===== config.mk =====
export PLATFORM = sky130hd
export DESIGN_NAME = decode7_scan
export DESIGN_NICKNAME = d
export VERILOG_FILES = /design/src/rtl/decode7_scan.sv
export SDC_FILE = /design/constraint.sdc
export NUM_CORES = 1
export LEC_CHECK = 0
export CORE_MARGIN = 2
export CORE_UTILIZATION = 50
export CTS_CLUSTER_DIAMETER = 50
export DETAILED_ROUTE_END_ITERATION = 16
export PLACE_DENSITY = 0.78
export SLEW_MARGIN = 10
export SYNTH_ARGS = -nofsm -noshare
export SYNTH_HDL_FRONTEND = slang
export SYNTH_SLANG_ARGS = --single-unit

===== constraint.sdc =====
create_clock -name clk -period 2.4 [get_ports clk]
set_input_delay 0.6 -clock clk [delete_from_list [all_inputs] [get_ports clk]]
set_output_delay 0.6 -clock clk [all_outputs]
set_load 0.1 [all_outputs]

===== src/rtl/decode7_scan.sv =====
// decode7_scan: time-multiplexed hex 7-segment driver with gap, blanking, leading-zero suppression and frame-synchronous update
module decode7_scan #(
  parameter int NUM_DIGITS  = 4,
  parameter int SHOW_CYCLES = 50000,
  parameter int GAP_CYCLES  = 500,
  parameter bit ACTIVE_LOW  = 1'b0
) (
  input  logic                    clk,
  input  logic                    reset_n,
  input  logic [4*NUM_DIGITS-1:0] num,
  input  logic [NUM_DIGITS-1:0]   dp_en,
  input  logic [NUM_DIGITS-1:0]   blank,
  input  logic                    lz_suppress,
  input  logic                    load,
  output logic [7:0]              leds,
  output logic [NUM_DIGITS-1:0]   digit_sel,
  output logic                    frame_start
);
  localparam int IW = NUM_DIGITS > 1 ? $clog2(NUM_DIGITS) : 1;
  localparam int CMAX = SHOW_CYCLES > GAP_CYCLES ? SHOW_CYCLES : GAP_CYCLES;
  localparam int CW = CMAX > 1 ? $clog2(CMAX) : 1;
  localparam logic [IW-1:0] IDX_LAST = IW'(NUM_DIGITS - 1);
  localparam logic [CW-1:0] SHOW_LAST = CW'(SHOW_CYCLES - 1);
  localparam logic [CW-1:0] GAP_LAST = CW'(GAP_CYCLES > 0 ? GAP_CYCLES - 1 : 0);
  localparam logic [6:0] SEG [16] = '{
    7'h7E, 7'h30, 7'h6D, 7'h79, 7'h33, 7'h5B, 7'h5F, 7'h70,
    7'h7F, 7'h7B, 7'h77, 7'h1F, 7'h4E, 7'h3D, 7'h4F, 7'h47
  };

  typedef enum logic {SHOW, GAP} state_e;

  state_e                  state_q, state_d;
  logic [IW-1:0]           idx_q, idx_d;
  logic [CW-1:0]           cnt_q, cnt_d;
  logic [4*NUM_DIGITS-1:0] stg_num_q, stg_num_d, disp_num_q, disp_num_d;
  logic [NUM_DIGITS-1:0]   stg_dp_q, stg_dp_d, disp_dp_q, disp_dp_d;
  logic                    pend_q, pend_d;
  logic [7:0]              leds_q, leds_d;
  logic [NUM_DIGITS-1:0]   sel_q, sel_d;
  logic                    fs_q, fs_d;
  logic                    show_end, adv, wrap, hi_nz, dig_dp, dig_blank, dark;
  logic [3:0]              nib;
  logic [NUM_DIGITS-1:0]   onehot;
  logic [7:0]              seg;

  always_comb begin
    show_end = state_q == SHOW && cnt_q == SHOW_LAST;
    adv = (state_q == GAP && cnt_q == GAP_LAST) || (show_end && GAP_CYCLES == 0);
    wrap = adv && idx_q == IDX_LAST;
    state_d = state_q;
    idx_d = idx_q;
    cnt_d = cnt_q + 1'b1;
    if (show_end && GAP_CYCLES != 0) begin
      state_d = GAP;
      cnt_d = '0;
    end
    if (adv) begin
      state_d = SHOW;
      cnt_d = '0;
      idx_d = idx_q == IDX_LAST ? '0 : idx_q + 1'b1;
    end
    stg_num_d = stg_num_q;
    stg_dp_d = stg_dp_q;
    disp_num_d = disp_num_q;
    disp_dp_d = disp_dp_q;
    pend_d = pend_q;
    // a load landing on the wrap cycle bypasses staging so it is never a frame late
    if (wrap) begin
      pend_d = 1'b0;
      disp_num_d = load ? num : pend_q ? stg_num_q : disp_num_q;
      disp_dp_d = load ? dp_en : pend_q ? stg_dp_q : disp_dp_q;
    end else if (load) begin
      stg_num_d = num;
      stg_dp_d = dp_en;
      pend_d = 1'b1;
    end
  end

  always_comb begin
    nib = 4'h0;
    dig_dp = 1'b0;
    dig_blank = 1'b0;
    onehot = '0;
    hi_nz = 1'b0;
    for (int i = 0; i < NUM_DIGITS; i++) begin
      if (idx_q == IW'(i)) begin
        nib = disp_num_q[4*i +: 4];
        dig_dp = disp_dp_q[i];
        dig_blank = blank[i];
        onehot[i] = 1'b1;
      end
      if (IW'(i) >= idx_q && disp_num_q[4*i +: 4] != 4'h0) hi_nz = 1'b1;
    end
    dark = dig_blank || (lz_suppress && idx_q != '0 && !hi_nz);
    seg = dark ? 8'h00 : {dig_dp, SEG[nib]};
    leds_d = (state_q == SHOW ? seg : 8'h00) ^ {8{ACTIVE_LOW}};
    sel_d = (state_q == SHOW ? onehot : '0) ^ {NUM_DIGITS{ACTIVE_LOW}};
    fs_d = state_q == SHOW && idx_q == '0 && cnt_q == '0;
  end

  always_ff @(posedge clk or negedge reset_n) begin
    if (!reset_n) begin
      state_q <= SHOW;
      idx_q <= '0;
      cnt_q <= '0;
      stg_num_q <= '0;
      stg_dp_q <= '0;
      disp_num_q <= '0;
      disp_dp_q <= '0;
      pend_q <= 1'b0;
      leds_q <= {8{ACTIVE_LOW}};
      sel_q <= {NUM_DIGITS{ACTIVE_LOW}};
      fs_q <= 1'b0;
    end else begin
      state_q <= state_d;
      idx_q <= idx_d;
      cnt_q <= cnt_d;
      stg_num_q <= stg_num_d;
      stg_dp_q <= stg_dp_d;
      disp_num_q <= disp_num_d;
      disp_dp_q <= disp_dp_d;
      pend_q <= pend_d;
      leds_q <= leds_d;
      sel_q <= sel_d;
      fs_q <= fs_d;
    end
  end

  assign leds = leds_q;
  assign digit_sel = sel_q;
  assign frame_start = fs_q;
endmodule


Word-level counts from Yosys, hierarchy flattened. Memories as Yosys holds them, arrays and structs flattened. Index checks and enable logic that the tools add are counted.

Flip-flop bits (word level): 73. Output and inout bits: 13. Bits in read-only memories: 112. Memories: 1.

Memory list: (no name shown) (depth 16, bits a word 7, read ports 1, clocked after memory_dff 0, wr ports 0, line 95) `seg = dark ? 8'h00 : {dig_dp, SEG[nib]};`.

Mux-type cells: 36. Add/sub/neg operators: 2. Bitwise gates (word level): 3. $lt $le $gt $ge: 5. Eq/ne operators: 5. Reductions and logical operators: 25.

Operators by type and width (count): 2-to-1 mux 16 bit (4); 2-to-1 mux 4 bit (7); 2-to-1 mux 1 bit (20); adder 16 x 1 -> 16 bit, second input constant (1); equality test 16 bit, second input constant (1); equality test 16 x 9 -> 1 bit, second input constant (1); logical NOT 16 bit (1); 2-to-1 mux 8 bit (2); nonzero test 4 bit (4); 2-to-1 mux 7 bit (2); logical AND 1 bit (11); nonzero test 2 bit (4); >= comparator 5 bit, second input constant (1); inverter 4 -> 5 bit (1); equality test 2 bit, second input constant (2); >= comparator 1 x 2 -> 1 bit, first input constant (2); >= comparator 2 bit, first input constant (2); AND reduction 2 bit (2); adder 2 x 1 -> 2 bit, second input constant (1); equality test 2 x 1 -> 1 bit, second input constant (1); logical NOT 2 bit (1); 2-to-1 mux 2 bit (1); inverter 1 bit (2); logical NOT 1 bit (1); logical OR 1 bit (1).

Longest topological paths before layout.
Depth in word-level cells: 11. Gate-level depth with buffers: 11. Mapped depth without buffers: 10.

Worst setup path before layout. No wires, ideal clock.

Path kind: register to register. From: reg cnt_q[3]. To: reg stg_dp_q[0]. Setup slack: 27 ps. Buffers on the path: 2. Cell stages (with the launch flop): 8. Clock period less this slack: 2373 ps. Library setup time: 127 ps. Arrival: 2245 ps. Required time: 2273 ps. Path through: dfrtp_1 > or4_4 > nor4_4 > and2_1 > buf_2 > or2b_1 > buf_6 > mux2_1.

Cells in the longest elaborated chain, start to end: 5.

RTL lines: from (decl) (line 34) `logic [CW-1:0] cnt_q, cnt_d;`; from (signal assigned) (line 117) `cnt_q <= cnt_d;`; equality test 16 x 9 -> 1 bit (line 48) `adv = (state_q == GAP && cnt_q == GAP_LAST) || (show_end && GAP_CYCLES == 0);`; logical AND 1 bit (line 48); logical AND 1 bit (line 49) `wrap = adv && idx_q == IDX_LAST;`; inverter 1 bit (no line); AND reduction 2 bit (no line); to (signal assigned) (line 119) `stg_dp_q <= stg_dp_d;`; to (decl) (line 36) `logic [NUM_DIGITS-1:0] stg_dp_q, stg_dp_d, disp_dp_q, disp_dp_d;`.

Every way passes these cells. A chain may end at the register's enable or synchronous reset.

Final worst setup path.
From: reg idx_q[0]. To: reg leds_q[3], in the netlist leds[3].

Cells in the longest elaborated chain, start to end: 11. Elaborated cells on any way between the ends: 35.

RTL lines: from (decl) (line 33) `logic [IW-1:0] idx_q, idx_d;`; from (signal assigned) (line 116) `idx_q <= idx_d;`; logical NOT 2 bit or >= comparator 1 x 2 -> 1 bit (tied branches) (line 86, 92); 2-to-1 mux 4 bit or logical AND 1 bit (tied branches) (line 86, 92); 2-to-1 mux 4 bit or 2-to-1 mux 1 bit (tied branches) (3 in a row) (line 86, 92); inverter 4 -> 5 bit (not written as such) or 2-to-1 mux 1 bit (tied branches) (line 95, 92); memory read (16 x 7 bit) or logical NOT 1 bit (tied branches); 2-to-1 mux 7 bit (not written as such) or logical AND 1 bit (tied branches) (line 95, 94); 2-to-1 mux 7 bit (not written as such) or logical OR 1 bit (tied branches) (line 95, 94); 2-to-1 mux 8 bit * (line 95); 2-to-1 mux 8 bit * (line 96) `leds_d = (state_q == SHOW ? seg : 8'h00) ^ {8{ACTIVE_LOW}};`; named net leds_d[3] (line 38) `logic [7:0] leds_q, leds_d;`; to (signal assigned) (line 111) `leds_q <= {8{ACTIVE_LOW}};`; to (signal assigned) (line 123) `leds_q <= leds_d;`; to (decl) (line 38).

The timed path passes the listed nets; every way through them passes the cells marked *. The select of a mux whose other input is x is not followed.

==> flow_metrics.py <==
metrics = {
    "status": {
        "status": "finished, final reports clean",
    },
    "clock_tree": {
        "cts_buffers": 9,
        "tritoncts": "built",
        "max-clock-path-buffers": 2,
        "clk_latency_ns": 0.35,
        "clkTransAtPathRegs_ns": 0.08,
        "post_cts_buffers": 0,
        "cts.sinks": 73,
        "ctsResizeCount": 0,
        "cts-hold-fix-buffers": 0,
        "htree_levels": 3,
        "cts-root-buf": "clkbuf_8",
    },
    "synthesis": {
        "syn_avg_cell_area_um2": 10.5,
        "synth_edf_count": 0,
        "synth_compound_area_frac": 0.154,
        "ys_ff_latch": 73,
        "ys_async_sr_fraction": 1.00,
        "ys_warn_count": 0,
        "synth_flop_cell": "dfrtp_1",
        "synthDistinctLibCells": 47,
        "yosysMostFrequentCell": "dfrtp_1",
        "synth_top_area_share": 0.482,
        "synth_top_family_by_area": "simple AND/OR/NAND/NOR gates",
        "synth_common_cells": "73 x dfrtp_1, 29 x inv_1, 28 x nor2_1",
        "yosys-top-cells-area": "dfrtp_1 48%, mux2_1 5.9%, ha_1 4.3%",
        "synth_nets": 401,
        "yosys.area_share.simple": 0.163,
        "ys_seq_area_frac": 0.482,
        "synth.mux.area_fraction": 0.0654,
        "syn_area_um2": 3790,
        "synthCells": 360,
        "yosysTopAreaCell": "dfrtp_1",
        "synthAdderAreaFrac": 0.0429,
        "synthXorXnorAreaFrac": 0.0324,
    },
    "routing": {
        "dr_total_vias": 2909,
        "drc_errors": 0,
        "finalWirelength_mm": 7.69,
        "drt_iter0_markers": 168,
        "drt_first_pass_iters": 4,
        "wire_per_inst_um": 14.8,
        "ant_nets": 0,
        "vias_per_cell": 5.62,
    },
    "setup_path": {
        "cpPeakStageDelay_ns": 0.45,
        "timing.rr.start": "idx_q[0]",
        "crit_buf_inv": 2,
        "start_kind": "register",
        "critPathTopFamily": "compound AO/OA/AOI/OAI gates",
        "path_max_fanout": 9,
        "path_cells": "inv_1, ha_2, nor3b_1, a221o_1, inv_1, ha_1, nand2_1, nand2_1, a221oi_1",
        "cp_slowest_cell": "dfrtp_1",
        "worst_setup_path_end_kind": "register",
        "critPathArrivalTime_ns": 2.48,
        "reg2reg_depth": 9,
        "r2r-end": "leds[3]",
        "critPathKind": "register to register",
        "crit_required_ns": 2.64,
        "reg2reg_slack_ns": 0.16,
    },
    "sta": {
        "rsz0062_at_grt": "no",
        "tns_ns": 0,
        "setup_viol": 0,
        "slew_violations": 0,
        "maxSlewHeadroom": 0.607,
        "max_freq_mhz": 446,
        "hold_viol_final": 0,
        "finalClockSkew_ns": 0.0103,
        "fin_ws_ns": 0.160,
        "min_period_over_period": 0.933,
        "worst_hold_slack_ns": 0.275,
        "worst_slew_pin_slew_ns": 0.586,
        "finalCriticalPeriod_ns": 2.24,
    },
    "grt": {
        "grt_pass1_vias": 2732,
        "grt_max_degree": 74,
        "antenna_found_initial": 0,
        "grt.overflow.total": 0,
        "grt_pass1_wl_mm": 12.9,
        "grt_usage": 0.194,
    },
    "pwr": {
        "p_int_w": 0.00184,
        "swShare": 0.247,
        "combinationalPowerShare": 0.090,
        "p_clk_frac": 0.383,
        "p_leak_nw": 2.06,
        "powerDensity_nw_per_um2": 535,
        "seqPwrFrac": 0.527,
        "ir_worst_vdd_mv": 0.282,
        "switchingPower_w": 0.000604,
    },
    "finish": {
        "layout.nets": 456,
        "syn_to_final_growth_pct": 20.4,
        "design_area_um2": 4560,
        "antenna-diode-count": 0,
        "drive_above_1_share": 0.167,
    },
    "job": {
        "maxCapViolCount": 0,
    },
    "placement": {
        "gp_congestion": 0.877,
        "port_buffers": 40,
        "hpwl_mm": 5.56,
        "place_ws_ns": 0.151,
        "placed_area_um2": 4370,
    },
    "floorplanning": {
        "die_w_um": 91.1,
        "fp.coreArea_um2": 7290,
        "dieArea_um2": 8290,
        "initial_utilization": 0.520,
        "row_count": 31,
        "die_y_um": 91.1,
        "io_pins": 41,
    },
    "worst_hold_path": {
        "hold_class": "input port to asynchronous set/reset pin",
    },
}
final cells by class:
class | instances | area, um2
timing repair buffer | 63 | 573
fill | 607 | 2730
clock inverter | 5 | 57.6
inverter | 30 | 113
tap | 99 | 124
sequential | 73 | 1830
multi-input combinational | 238 | 1740
clock buffer | 10 | 128
flip-flops by register name (all words and copies together) (netlist names), 2 cells and up:
signal,cells
cnt_q,16
disp_num_q,16
stg_num_q,16
leds,8
digit_sel,4
disp_dp_q,4
stg_dp_q,4
idx_q,2
through the flow:
stage,instances,total power [W],util
2_1_floorplan,360,0.00142,-
3_3_place_gp,503,0.00152,0.600
3_5_place_dp,503,0.00153,0.600
4_1_cts,518,0.00247,0.625
5_1_grt,518,0.00255,0.626
6_report,518,0.00244,0.626
worst max path at each step:
stage | startpoint | endpoint | slack [ns] | cells past startpoint
final | idx_q[0] | leds[3] | 0.16 | 9
after global routing | idx_q[0] | leds[3] | 0.01 | 9
after CTS | idx_q[0] | leds[3] | 0.13 | 9
after detailed placement | idx_q[0] | leds[3] | 0.15 | 9
after global placement | idx_q[0] | leds[3] | 0.23 | 8
after floorplan | cnt_q[3] | stg_dp_q[0] | 0.03 | 7
cells by family after synthesis:
logic type               Yosys count
flip-flops                        73
AO/OA/AOI/OAI                     77
AND/OR/NAND/NOR                  112
multiplexers                      22
XOR/XNOR                          14
buffers and inverters             49
adder cells (fa/ha/maj)           13
power groups by stage:
stage,logic [W],clock network (W),registers (W)
6_report,0.000220,0.000936,0.00129
5_1_grt,0.000243,0.00102,0.00129
4_1_cts,0.000225,0.000958,0.00129
3_5_place_dp,0.000224,0,0.00131
3_3_place_gp,0.000217,0,0.00131
2_1_floorplan,0.0000810,0,0.00134
placed cells by master, fill, tap and decap left out, types with 2 or more instances in the layout:
master           count
a311oi_1             3
clkinv_4             2
nand3b_1             5
nand2_1             13
nor2_1              28
nor3b_1              3
a2bb2oi_1            6
a211oi_1             8
xnor2_1              9
a2bb2oi_2           10
buf_12               3
a221oi_1             6
mux2_1              20
xor2_1               5
clkbuf_8             9
nand4b_1             4
nand4_1              5
clkinv_2             2
ha_2                 3
nor2b_1              7
nand3_1             23
nor3_1               7
ha_1                10
o22ai_1              6
clkdlybuf4s50_1     26
mux2_2               2
o21ai_0             24
or4_1                2
a211o_1              2
inv_1               29
a21oi_1              9
dfrtp_1             73
buf_4               33
nor4_1               4
per-layer routing:
metal,GRT usage,vias to the layer above,wire length [um]
met3,0.0432,13,385
met5,0,-,0
li1,-,1396,-
met2,0.310,85,3530
met4,0.0732,0,126
met1,0.258,1415,3650
Note: power is estimated with default switching activity, not from simulation.
